--- src/rtl/cam_pkg.sv ---
// Shared camera-pipeline constants, FSM state encoding and pixel type.
package cam_pkg;

    localparam int unsigned PIX_W       = 12;
    localparam int unsigned IMG_W       = 640;
    localparam int unsigned IMG_H       = 480;
    localparam int unsigned LINE_LEN    = 680;
    localparam int unsigned FLUSH_LINES = 2;
    localparam int unsigned ADDR_W      = 19;
    localparam int unsigned WIN_LAT     = 2;
    localparam int unsigned X_W         = 10;
    localparam int unsigned Y_W         = 9;

    typedef enum logic [1:0] {
        IDLE,
        ACTIVE,
        BLANK,
        DRAIN
    } fsm_state_t;

    typedef logic [PIX_W-1:0] pixel_t;

endpackage

--- src/rtl/tag_delay.sv ---
// Generic N-stage register pipeline with synchronous reset.
module tag_delay #(
    parameter int unsigned W = 1,
    parameter int unsigned N = 2
) (
    input  logic         clk,
    input  logic         reset,
    input  logic [W-1:0] d,
    output logic [W-1:0] q
);

    generate
        if (N == 0) begin : g_pass
            assign q = d;
        end else begin : g_pipe
            logic [W-1:0] r_pipe [N];

            always_ff @(posedge clk) begin
                if (reset) begin
                    for (int unsigned i = 0; i < N; i++) r_pipe[i] <= '0;
                end else begin
                    r_pipe[0] <= d;
                    for (int unsigned i = 1; i < N; i++) r_pipe[i] <= r_pipe[i-1];
                end
            end

            assign q = r_pipe[N-1];
        end
    endgenerate

endmodule

--- src/rtl/pixel_buf_feeder.sv ---
// Raster-scan feeder for the 3x3 line-window buffer: reads the frame buffer,
// pads blank/flush beats with zeros and emits a latency-matched coordinate tag.
module pixel_buf_feeder #(
    parameter int unsigned IMG_W       = cam_pkg::IMG_W,
    parameter int unsigned IMG_H       = cam_pkg::IMG_H,
    parameter int unsigned LINE_LEN    = cam_pkg::LINE_LEN,
    parameter int unsigned FLUSH_LINES = cam_pkg::FLUSH_LINES,
    parameter int unsigned ADDR_W      = cam_pkg::ADDR_W,
    parameter int unsigned PIX_W       = cam_pkg::PIX_W,
    parameter int unsigned WIN_LAT     = cam_pkg::WIN_LAT
) (
    input  logic              readClk,
    input  logic              reset,
    input  logic              start,
    output logic              busy,
    output logic              frameDone,
    output logic [ADDR_W-1:0] fbAddr,
    input  logic [PIX_W-1:0]  fbData,
    output logic [9:0]        outX,
    output logic [1:0]        outY,
    output logic [PIX_W-1:0]  pixelOut,
    output logic              pixelValid,
    output logic [9:0]        tagX,
    output logic [8:0]        tagY,
    output logic              tagValid
);

    localparam int unsigned X_W       = cam_pkg::X_W;
    localparam int unsigned Y_W       = cam_pkg::Y_W;
    localparam int unsigned DRN_W     = $clog2(WIN_LAT + 1) + 1;
    localparam int unsigned TAG_W     = 1 + X_W + Y_W;
    localparam logic [X_W-1:0]   LAST_X     = X_W'(LINE_LEN - 1);
    localparam logic [X_W-1:0]   IMG_W_X    = X_W'(IMG_W);
    localparam logic [Y_W-1:0]   IMG_H_Y    = Y_W'(IMG_H);
    localparam logic [Y_W-1:0]   LAST_LINE  = Y_W'(IMG_H + FLUSH_LINES - 1);
    localparam logic [DRN_W-1:0] DRAIN_LAST = DRN_W'(WIN_LAT);

    cam_pkg::fsm_state_t r_state, w_state_n;
    logic [X_W-1:0]    r_x, w_x_n;
    logic [Y_W-1:0]    r_line, w_line_n;
    logic [ADDR_W-1:0] r_addr, w_addr_n;
    logic [DRN_W-1:0]  r_drain, w_drain_n;
    logic              r_busy, w_busy_n;
    logic              r_done, w_done_n;

    logic [X_W-1:0]    r_out_x;
    logic [1:0]        r_out_y;
    logic [Y_W-1:0]    r_line1;
    logic              r_pix_valid;
    logic              r_beat;
    logic [TAG_W-1:0]  w_tag_q;

    // Stage 0: scan counters and FSM state
    always_ff @(posedge readClk) begin
        if (reset) begin
            r_state <= cam_pkg::IDLE;
            r_x     <= '0;
            r_line  <= '0;
            r_addr  <= '0;
            r_drain <= '0;
            r_busy  <= 1'b0;
            r_done  <= 1'b0;
        end else begin
            r_state <= w_state_n;
            r_x     <= w_x_n;
            r_line  <= w_line_n;
            r_addr  <= w_addr_n;
            r_drain <= w_drain_n;
            r_busy  <= w_busy_n;
            r_done  <= w_done_n;
        end
    end

    always_comb begin
        w_state_n = r_state;
        w_x_n     = r_x;
        w_line_n  = r_line;
        w_addr_n  = r_addr;
        w_drain_n = r_drain;
        w_done_n  = 1'b0;
        case (r_state)
            cam_pkg::IDLE: begin
                if (start && !r_busy) begin
                    w_state_n = cam_pkg::ACTIVE;
                    w_x_n     = '0;
                    w_line_n  = '0;
                    w_addr_n  = '0;
                end
            end
            cam_pkg::ACTIVE, cam_pkg::BLANK: begin
                if (r_x == LAST_X) begin
                    w_x_n = '0;
                    if (r_line == LAST_LINE) begin
                        w_state_n = cam_pkg::DRAIN;
                        w_line_n  = '0;
                        w_drain_n = '0;
                    end else begin
                        w_line_n  = r_line + Y_W'(1);
                        w_state_n = (w_line_n < IMG_H_Y) ? cam_pkg::ACTIVE : cam_pkg::BLANK;
                    end
                end else begin
                    w_x_n     = r_x + X_W'(1);
                    w_state_n = (r_line < IMG_H_Y && w_x_n < IMG_W_X) ? cam_pkg::ACTIVE
                                                                      : cam_pkg::BLANK;
                end
                // Advance only when another read follows, so the last read address is held
                if (w_state_n == cam_pkg::ACTIVE) w_addr_n = r_addr + ADDR_W'(1);
            end
            cam_pkg::DRAIN: begin
                if (r_drain == DRAIN_LAST) begin
                    w_state_n = cam_pkg::IDLE;
                    w_done_n  = 1'b1;
                end else begin
                    w_drain_n = r_drain + DRN_W'(1);
                end
            end
            default: w_state_n = cam_pkg::IDLE;
        endcase
        w_busy_n = (w_state_n != cam_pkg::IDLE) || w_done_n;
    end

    // Stage 1: registered copy of stage 0, aligned with returning read data
    always_ff @(posedge readClk) begin
        if (reset) begin
            r_out_x     <= '0;
            r_out_y     <= '0;
            r_line1     <= '0;
            r_pix_valid <= 1'b0;
            r_beat      <= 1'b0;
        end else begin
            r_out_x     <= r_x;
            r_out_y     <= r_line[1:0];
            r_line1     <= r_line;
            r_pix_valid <= (r_state == cam_pkg::ACTIVE);
            r_beat      <= (r_state == cam_pkg::ACTIVE) || (r_state == cam_pkg::BLANK);
        end
    end

    tag_delay #(
        .W (TAG_W),
        .N (WIN_LAT)
    ) u_tag_delay (
        .clk   (readClk),
        .reset (reset),
        .d     ({r_beat, r_out_x, r_line1}),
        .q     (w_tag_q)
    );

    assign busy       = r_busy;
    assign frameDone  = r_done;
    assign fbAddr     = r_addr;
    assign outX       = r_out_x;
    assign outY       = r_out_y;
    assign pixelValid = r_pix_valid;
    assign pixelOut   = r_pix_valid ? fbData : '0;
    assign tagValid   = w_tag_q[TAG_W-1];
    assign tagX       = w_tag_q[TAG_W-2 -: X_W];
    assign tagY       = w_tag_q[Y_W-1:0];

endmodule
--- config.mk ---
export PLATFORM = sky130hd
export DESIGN_NAME = pixel_buf_feeder
export DESIGN_NICKNAME = d
export VERILOG_FILES = /design/src/rtl/cam_pkg.sv /design/src/rtl/tag_delay.sv /design/src/rtl/pixel_buf_feeder.sv
export SDC_FILE = /design/constraint.sdc
export NUM_CORES = 1
export LEC_CHECK = 0
export ABC_AREA = 1
export CAP_MARGIN = 20
export CELL_PAD_IN_SITES_DETAIL_PLACEMENT = 1
export CELL_PAD_IN_SITES_GLOBAL_PLACEMENT = 1
export CORE_MARGIN = 2
export CORE_UTILIZATION = 38
export CTS_CLUSTER_SIZE = 14
export DETAILED_ROUTE_END_ITERATION = 10
export GPL_TIMING_DRIVEN = 0
export PLACE_DENSITY = 0.9
export SYNTH_ARGS = -nofsm -noshare
export SYNTH_HDL_FRONTEND = slang
export SYNTH_SLANG_ARGS = --single-unit
--- constraint.sdc ---
create_clock -name readClk -period 2.55 [get_ports readClk]
set_clock_uncertainty 0.15 [all_clocks]
set_input_delay 0.51 -clock readClk [delete_from_list [all_inputs] [get_ports readClk]]
set_output_delay 0.51 -clock readClk [all_outputs]
set_load 0.02 [all_outputs]
Yosys cells after proc, flatten, opt, wreduce, memory -nomap -nowiden
Memories as Yosys holds them, arrays and structs flattened.
Index checks and enable logic that the tools add are counted.
Storage, ports and cells
  flip-flop bits (word level): 68
  RAM bits: 40
  output and inout port bits: 66
  word-level logic and storage cells: 78
  memories: 1
Memories
  u_tag_delay.g_pipe.r_pipe: words 2, bits a word 20, read ports 2, clocked after memory_dff 0, wr ports 2, line tag_delay.sv:16  | logic [W-1:0] r_pipe [N];
Operators by class
  $add $sub $neg: 4
  order comparisons: 3
  eq/ne operators: 12
  muxes and demuxes: 30
  bitwise gates (word level): 2
  reduce and logical (&&, ||, !) cells: 14
Operator list (number)
  $mux 20: 2
  $mux 19: 2
  $pmux 19 s2: 1
  $mux 9: 3
  $mux 10: 2
  $pmux 10 s2: 1
  $add 19x1->19 const B: 1
  $lt 9x9->1 const B: 2
  $pmux 9 s2: 1
  $mux 2: 7
  $mux 12: 1
  $add 10x1->10 const B: 1
  $eq 10x10->1 const B: 1
  $lt 10x10->1 const B: 1
  $ne 2x2->1 const B: 5
  $add 9x1->9 const B: 1
  $eq 9x9->1 const B: 1
  $mux 3: 3
  $pmux 2 s3: 1
  $pmux 3 s2: 1
  $reduce_and 3->1: 2
  $reduce_bool 2->1: 3
  $mux 1: 5
  $eq 2x1->1 const B: 2
  11 further kinds: 15

Logic depth before layout (Yosys ltp)
Gate-level depths: netlist (run 1).
  word-level depth: 9
  mapped depth: 14
  mapped depth without buffers: 14

Modules after synthesis
Synthesis (run 1) repeated with hierarchy kept, for this count alone.
Second synthesis, totals
  cell total of the unflattened synthesis: 636
  area, all modules: 4707.0 um^2
By module, submodules not included
  pixel_buf_feeder: instances 1, cells each 492, area an instance 3410.8 um^2, seq. area each 1321.3 um^2
  tag_delay: instances 1, cells each 144, area an instance 1296.2 um^2, seq. area each 800.8 um^2

Worst setup path before layout (run 1)
Ideal clock, no wire load.
  kind: register -> register
  start: register r_state[0]
  end: register r_addr[17] (netlist: fbAddr[17])
  setup time: 0.142 ns
  arrival time: 1.716 ns
  required time: 2.258 ns
  slack: 0.542 ns
  cell stages (with the launch flop): 9
  path buffers: 2
  clock period less this slack: 2.008 ns
  cells stage by stage: dfxtp_1 -> inv_1 -> ha_1 -> inv_2 -> clkbuf_1 -> clkbuf_1 -> nor2_1 -> nand3_1 -> a21oi_2
Between the ends
  cells in the longest elaborated chain, start to end: 4
RTL lines
  from (decl): line pixel_buf_feeder.sv:38  | cam_pkg::fsm_state_t r_state, w_state_n;
  from (signal assigned): line pixel_buf_feeder.sv:56  | r_state <= cam_pkg::IDLE;
  from (signal assigned): line pixel_buf_feeder.sv:64  | r_state <= w_state_n;
  $eq 2x1->1 or $eq 2x2->1 (tied branches): line pixel_buf_feeder.sv:81  | case (r_state)
  $reduce_or 2->1: line pixel_buf_feeder.sv:81
  $ne 2x2->1 (no line) or $reduce_bool 2->1 (tied branches)
  $reduce_and 3->1 (no line)
  to (signal assigned): line pixel_buf_feeder.sv:67  | r_addr <= w_addr_n;
  to (decl): line pixel_buf_feeder.sv:41  | logic [ADDR_W-1:0] r_addr, w_addr_n;
Several ways; a longest one is shown, not always the timed one.
A chain may end at the register's enable or synchronous reset.

Worst setup path in the final report (run 1)
  start: register r_pix_valid (netlist: pixelValid)
  end: output port pixelOut[6]
Between the ends
  cells in the longest elaborated chain, start to end: 1
RTL lines
  from (decl): line pixel_buf_feeder.sv:49  | logic r_pix_valid;
  from (signal assigned): line pixel_buf_feeder.sv:134  | r_pix_valid <= (r_state == cam_pkg::ACTIVE);
  $mux 12: line pixel_buf_feeder.sv:155  | assign pixelOut = r_pix_valid ? fbData : '0;
  to (decl): line pixel_buf_feeder.sv:21  | output logic [PIX_W-1:0] pixelOut,
No other way between the ends.

==> results by stage, run 1 <==
GRT:
- The first global-routing pass estimated between 20,000 and 25,000 um of wire.
- The largest net degree at the start of global routing is 19.
- The number of global-route vias before repair was 4,593.
- The initial antenna violation count is 0.
- The overflow left after global routing is 0.
- For this run, the total global-route usage over all layers was measured as 0.205.

Place:
- The HPWL after detailed placement is 9630 um.
- The placed cell area is 0.00565 mm^2.
- The count of input and output buffers is 79.
- At the end of routability-driven placement, the weighted congestion stood at 0.844.

Power and ir drop:
- Of the total power, the share spent switching nets is 0.358.
- The share of total power dissipated in combinational logic is 0.292.
- The sequential share of power is 0.408.
- The portion of total power attributed to the clock network is 0.301.
- In this run the static leakage power is 2.27 nW.
- The cell-internal power is between 2 and 3 mW.
- The analysis attributes to net switching a power of 1.61 mW.
- The maximum VDD drop is 358 uV.
- The total power divided by cell area is 757 mW/mm^2.

Timing:
- The period utilization is 0.940.
- The final hold violation count is 0.
- The peak clock frequency supported by timing is 0.417 GHz.
- In this run the tightest slew margin relative to its limit is 0.501.
- Setup repair after global routing left no endpoint under its margin.
- The measured slew at the worst slew-check pin is 0.748 ns.
- Summed over all failing endpoints, the final setup total negative slack is 0 ns.
- Setup violations remaining at the end of the flow were counted as 0.
- The total count of max-transition violations in the final report came to 0.
- For the finished layout, the period the worst path requires is 2.40 ns.

Critical path:
- The startpoint type of the worst setup path is a register.
- STA puts the critical path data arrival time at 1.74 ns.
- The critical path capture point type is a primary output.
- By startpoint and endpoint, the worst setup path is classified as reg2out.
- The number of cells on the worst reg-to-reg path is 7.
- Of all nets on the critical path, the largest fanout is 10.
- At the worst endpoint, the required time is 1.89 ns.

Floorplanning:
- The total number of placement rows is 40.
- For this configuration, the core starts out at a cell density of 0.389.
- The die area is around 0.013 mm^2.
- The floorplan die width is about 110 um.
- The core region is 0.0120 mm^2.
- From bottom edge to top edge, the die measures 115 um.
- The count of boundary I/O pins is 81.

Synth:
- In the synthesized netlist the dominant register cell turns out to be dfxtp_1.
- Counting flops and latches in the post-synthesis netlist gives 106.
- The synthesized area is 0.00467 mm^2.
- Synthesis handed over a netlist of ~640 instances.
- The proportion of synthesized chip area in sequential cells is 0.454.
- The distinct cell type count of the synthesized netlist is 35.
- The leading area contributor after synthesis is dfxtp_1.
- The Yosys warning count is 0.
- Of the post-synthesis cell area, the dominant cell type holds 0.454.
- The average cell area after synthesis is between 7 and 8 um^2.
- For this run, asynchronously set or reset flops after synthesis account for 0.
- Counting flops with a built-in enable in the synthesized netlist gives 0.
- The post-synth net total is roughly 660.
- By area the synthesized netlist is led by dfxtp_1, nor2_1, nand2_1.

Cells and area:
- The layout filler cell count is 1,508.
- The signed area change from the synthesized netlist to the final layout is 27.2%.
- The design area is 0.00594 mm^2.
- The number of diodes added for antenna fixing is 0.
- In the final layout, the share of cells above drive strength 1 is 0.108.
- The count of nets after finishing is around 750.

Clock tree:
- The number of hold buffers added after CTS was 0.
- In this run the deepest clock path goes through 2 buffers.
- The clock insertion delay at the later pin of the skew report is 0.35 ns.
- TritonCTS built the clock tree.
- The root buffer cell chosen for the clock tree is clkbuf_16.
- The depth of the CTS H-tree is 3.
- The total CTS buffers is 9.
- CTS saw 106 sinks.
- The clock transition at the registers of the reported paths is ~0.07 ns.

Routing:
- The detailed-router iteration count before antenna repair is 4.
- The first routing iteration left 156 violations.
- After detailed routing, the average wire length per cell comes to 14.7 um.
- The final layout contains routed wiring with a total length of 12,900 um.
- After detailed routing, the number of vias per cell comes to 4.85.
- The number of nets still failing antenna checks after routing is 0.
- The DRC violation count after routing is 0.
- The total number of vias is 4,255.

Status:
- The flow ran to the end, and the final reports show no timing, DRC or antenna violations.

Run:
- The tool flagged a number of max-cap violations equal to 0.

Worst hold path:
- The path class of the tightest hold or removal check is reg2reg.
- The cell depth of the worst hold path is 2.
==> metal layers <==
layer,up-vias,track usage,routed length (um)
li1,2104,-,-
met2,94,0.385,6850
met3,29,0.0353,370
met1,2028,0.230,5330
met4,0,0.0763,342
met5,-,0,0
==> sequential cells by signal (all words and copies together), names as in the netlist, 2 cells and up <==
name,cells
r_state,2
r_line1,8
r_line,9
u_tag_delay.g_pipe.r_pipe,40
outX,10
r_x,10
r_drain,3
fbAddr,19
==> cell families after synthesis <==
logic type,count (synthesis),synth area share
adder cells (fa/ha/maj),10,0.0268
flip-flops,106,0.454
XOR/XNOR,18,0.0337
AO/OA/AOI/OAI,50,0.0694
AND/OR/NAND/NOR,308,0.279
buffers and inverters,144,0.137
==> critical path: stages, from the launching register on <==
cell and delay (ns):
dfxtp_1 0.38, clkbuf_2 0.25, nand2_1 0.09, inv_1 0.06, clkdlybuf4s50_1 0.62
==> Yosys cell counts, drive strengths merged (2+ instances only) <==
| cell | count |
|---|---|
| nor3b | 2 |
| nor3 | 8 |
| nand3 | 47 |
| o22ai | 5 |
| dfxtp | 106 |
| ha | 10 |
| o21ai | 10 |
| xnor2 | 5 |
| inv | 104 |
| buf | 25 |
| xor2 | 13 |
| nor2 | 131 |
| a31oi | 3 |
| clkbuf | 14 |
| nand2 | 115 |
| a21oi | 27 |
| nand4 | 4 |
==> metrics by stage <==
step	std cells	util	hold WS (ns)	power, mW	setup slack [ns]
final	878	0.495	0.252	4.50	0.153
after global routing	878	0.495	0.271	4.76	0.0324
after CTS	878	0.494	0.255	4.52	0.114
after detailed placement	862	0.470	0.248	3.15	0.0688
after global placement	862	0.470	0.239	3.08	0.151
after floorplan	636	-	0.238	2.72	0.542
==> cell type report <==
type                            instances  area (um^2)  area share
Clock inverter                          5         46.3     0.00779
Timing Repair Buffer                   79          791       0.133
Multi-Input combinational cell        386         1910       0.322
Buffer                                 39          248      0.0417
Tap cell                              147          184      0.0310
Sequential cell                       106         2120       0.357
Clock buffer                           11          243      0.0409
Inverter                              105          394      0.0663
==> final timing paths <==
path	startpoint	end	slack [ns]
max reg2reg	r_state[0]$_SDFF_PP0_	fbAddr[13]$_SDFFE_PP0P_	0.19
min	r_line1[2]$_SDFF_PP0_	u_tag_delay.g_pipe.r_pipe[0][2]$_SDFF_PP0_	0.25
max	pixelValid$_SDFF_PP0_	pixelOut[6]	0.15
min reg2reg	r_line1[2]$_SDFF_PP0_	u_tag_delay.g_pipe.r_pipe[0][2]$_SDFF_PP0_	0.25
==> what timing repair did <==
action | CTS | global route
setup buffers | 0 | 0
setup endpoints to repair | 2 | 19
gates resized for setup | 2 | 4
==> layout by cell type, fill, tap and decap left out, types with 2 or more instances in the layout <==
cell,count
nand2_2,13
a21oi_2,10
buf_2,2
o22ai_1,5
clkbuf_16,9
inv_1,98
buf_4,21
clkdlybuf4s50_1,79
ha_1,9
xor2_1,13
o21ai_1,5
a21oi_1,17
clkbuf_1,11
a31oi_1,3
nor3_1,8
nor2_1,128
dfxtp_1,106
clkinv_4,3
o21ai_0,4
buf_1,2
nand4_1,4
nand3_1,46
nor3b_1,2
xnor2_1,5
inv_2,6
clkbuf_2,3
nand2_1,101
nor2_2,3
==> power groups by stage <==
stage	clock network, mW	registers, mW	logic [mW]
floorplan	0	1.87	0.842
global placement	0	1.86	1.22
detailed placement	0	1.87	1.28
CTS	1.38	1.83	1.31
global route	1.47	1.85	1.44
finish	1.35	1.83	1.31
Power figures use the tool's default switching activity.
==> run 2: changes to the inputs <==
CTS_BUF_LIST = sky130_fd_sc_hd__clkbuf_16   (was unset)
CTS_CLUSTER_SIZE = unset   (was 14)
==> run 2 against run 1 <==
  * Flip-flop and latch count stayed put
  * Combinational power about the same
  * Maximum frequency about the same
  * Largest cell class unchanged
  * Critical endpoint unchanged
  * Non-clock buffer count did not move
==> results by stage, run 2 (same netlist as run 1, synthesis figures left out) <==
Timing:
- The total count of max-transition violations in the final report was 0 (unchanged).
- The measured slew at the worst slew-check pin was 0.749 ns (was 0.748 ns).
- The normalized max-slew margin is 0.501 (about the same).
- The final-layout setup total negative slack is 0 ns (unchanged).
- The final number of setup-violating endpoints came to 0 (unchanged).
- The final hold violation count is 0 (unchanged).
- Setup repair after global routing missed its margin: no (unchanged).
- The time the worst path needs with I/O delays and setup is 2.40 ns (about the same).
- The peak clock frequency supported by timing is 0.418 GHz (was 0.417 GHz).
- The period utilization is 0.939 (was 0.940).

GRT:
- The largest net degree at the start of global routing is 19 (unchanged).
- The number of global-route vias before repair came to 4,566 (was 4,593).
- The initial antenna violation count is 0 (unchanged).
- The overflow left after global routing is 0 (unchanged).
- The total track usage is 0.203 (was 0.205).
- The first-pass GRT wire length is 21,400 um (was 21,500 um).

Critical path:
- The data arrival time of the critical path is 1.74 ns (about the same).
- The combined buffer and inverter count along the critical path was 3 (unchanged).
- The master of the slowest instance on the critical path is clkdlybuf4s50_1 (unchanged).
- The startpoint type of the worst setup path is a register (unchanged).
- The delay of the slowest critical-path stage is 0.62 ns (about the same).
- The critical path capture point type is a primary output (unchanged).
- The internal reg-to-reg setup slack was 0.18 ns (was 0.19 ns).
- The cell family contributing the most delay on the critical path is buffers and inverters (unchanged).
- The worst setup path category is reg2out (unchanged).
- The required time at the worst-slack endpoint came to 1.89 ns (about the same).
- Ordered cell list for the critical path: clkbuf_2 > nand2_1 > inv_1 > clkdlybuf4s50_1 (unchanged).
- The maximum fanout along the worst path is 10 (unchanged).

Routing:
- The number of DRC markers after the initial detailed-route iteration is 113 (was 156).
- The total routed wirelength is 12,800 um (was 12,900 um).
- The total number of vias is 4,242 (was 4,255).
- The routed length per instance is 14.6 um (was 14.7 um).
- The number of vias per cell after detailed routing is 4.83 (was 4.85).
- The DRC violation count after routing is 0 (unchanged).
- The number of nets still failing antenna checks after routing was 0 (unchanged).
- The detailed-router iteration count before antenna repair came to 4 (unchanged).

Clock tree:
- The depth of the CTS H-tree is 3 (unchanged).
- The number of buffers on the longest clock path is 2 (unchanged).
- The clock insertion delay at the later pin of the skew report came to 0.35 ns (about the same).
- The total CTS buffers is 9 (unchanged).
- The number of sinks on the clock net is 106 (unchanged).
- The clock transition at the registers of the reported paths was 0.07 ns (about the same).
- The library cell used as clock root buffer is clkbuf_16 (unchanged).
- The clock tree from TritonCTS is yes (unchanged).

Power and ir drop:
- The cell leakage power is 2.27 nW (about the same).
- The power after layout was 4.47 mW (was 4.50 mW).
- The total power divided by cell area is 753 mW/mm^2 (was 757 mW/mm^2).
- The maximum VDD drop came to 357 uV (was 358 uV).

Place:
- The HPWL after detailed placement is 9630 um (unchanged).
- The post-placement cell count was 862 (unchanged).
- The placed cell area is 0.00565 mm^2 (unchanged).
- The final estimated routing congestion in global placement is 0.844 (unchanged).
- The count of input and output buffers came to 79 (unchanged).

Status:
- Outcome: finished clean (unchanged).

Floorplanning:
- The total number of placement rows is 40 (unchanged).
- The die area is 0.0132 mm^2 (unchanged).
- The core outline area is 0.0120 mm^2 (unchanged).
- The y dimension of the die is 115 um (unchanged).
- The initial cell density of the core came to 0.389 (unchanged).
- The floorplan die width is 115 um (unchanged).
- The count of boundary I/O pins is 81 (unchanged).

Cells and area:
- Most used cells in the layout excluding fill and tap cells: nor2_1, dfxtp_1, nand2_1 (unchanged).
- The count of nets after finishing is 751 (unchanged).
- The fraction of final layout cells sized beyond drive strength 1 came to 0.107 (was 0.108).
- The most frequent standard cell in the layout excluding fill and tap cells is nor2_1 (unchanged).
- The signed area change from the synthesized netlist to the final layout is 27.0% (was 27.2%).
- The design area was 0.00593 mm^2 (was 0.00594 mm^2).
- The final non-filler cell total is 878 (unchanged).
- The flip-flop count of the largest register, all copies and words added is 40 (unchanged).
- The register with the most flip-flops is u_tag_delay.g_pipe.r_pipe (unchanged).
- The number of diodes added for antenna fixing is 0 (unchanged).

Worst hold path:
- The type of the tightest min-delay check was reg2reg (unchanged).

Run:
- The number of max-cap violations came to 0 (unchanged).
[run 2: cell types whose count changed in the layout (fill, tap and decap cells not counted), sizes merged]
| cell | change |
|---|---|
| inv | +1 |
| clkinv | +1 |
| clkbuf | -2 |
[run 2: repair_timing]
action,CTS,global route
endpoints found under the hold margin,0,0
buffers inserted,0,0
hold buffers,0,0
setup endpoints to repair,2,19
gates resized for setup,2,4
cloned,0,0
[run 2: power breakdown]
| part | switching, mW | total (mW) | internal (mW) | leakage [nW] |
|---|---|---|---|---|
| clock network | 0.648 | 1.32 | 0.672 | 0.141 |
| logic | 0.880 | 1.31 | 0.434 | 1.27 |
| registers | 0.0869 | 1.83 | 1.75 | 0.856 |
| total | 1.62 | 4.47 | 2.85 | 2.27 |
[run 2: through the flow]
stage	utilization	hold WS (ns)	worst slack, ns
after floorplan	-	0.238	0.542
after global placement	0.470	0.239	0.151
after detailed placement	0.470	0.248	0.0688
after CTS	0.494	0.257	0.113
after global routing	0.494	0.280	0.0323
final	0.494	0.255	0.155
[run 2: routing by layer]
layer / global-route usage / wire (um) / up-vias
met4: 0.0731 / 282 / 0
met2: 0.383 / 6800 / 100
met1: 0.230 / 5390 / 2018
met5: 0 / 0 / -
met3: 0.0300 / 363 / 25
li1: - / - / 2099
[run 2: area by class of cell]
cell class                      count  area (um^2)
Tap cell                          147          184
Clock inverter                      7         53.8
Sequential cell                   106         2120
Timing Repair Buffer               79          791
Clock buffer                        9          225
Inverter                          105          394
Multi-Input combinational cell    386         1910
Buffer                             39          248
Fill cell                        1509         6080
[run 2: worst reg2reg max path, stage by stage (launching register included)]
cell and delay [ns]:
dfxtp_1 0.39, inv_1 0.11, ha_2 0.45, inv_2 0.08
o21ai_4 0.32, buf_1 0.44, nand3_1 0.19, a21oi_2 0.16
[run 2: final timing paths]
path                                       startpoint  cells past startpoint                                    endpoint
worst min register to register  r_line1[6]$_SDFF_PP0_                      2  u_tag_delay.g_pipe.r_pipe[0][6]$_SDFF_PP0_
worst min-delay path            r_line1[6]$_SDFF_PP0_                      2  u_tag_delay.g_pipe.r_pipe[0][6]$_SDFF_PP0_
worst max-delay path            pixelValid$_SDFF_PP0_                      4                                 pixelOut[6]
worst max register to register  r_state[0]$_SDFF_PP0_                      7                     fbAddr[13]$_SDFFE_PP0P_
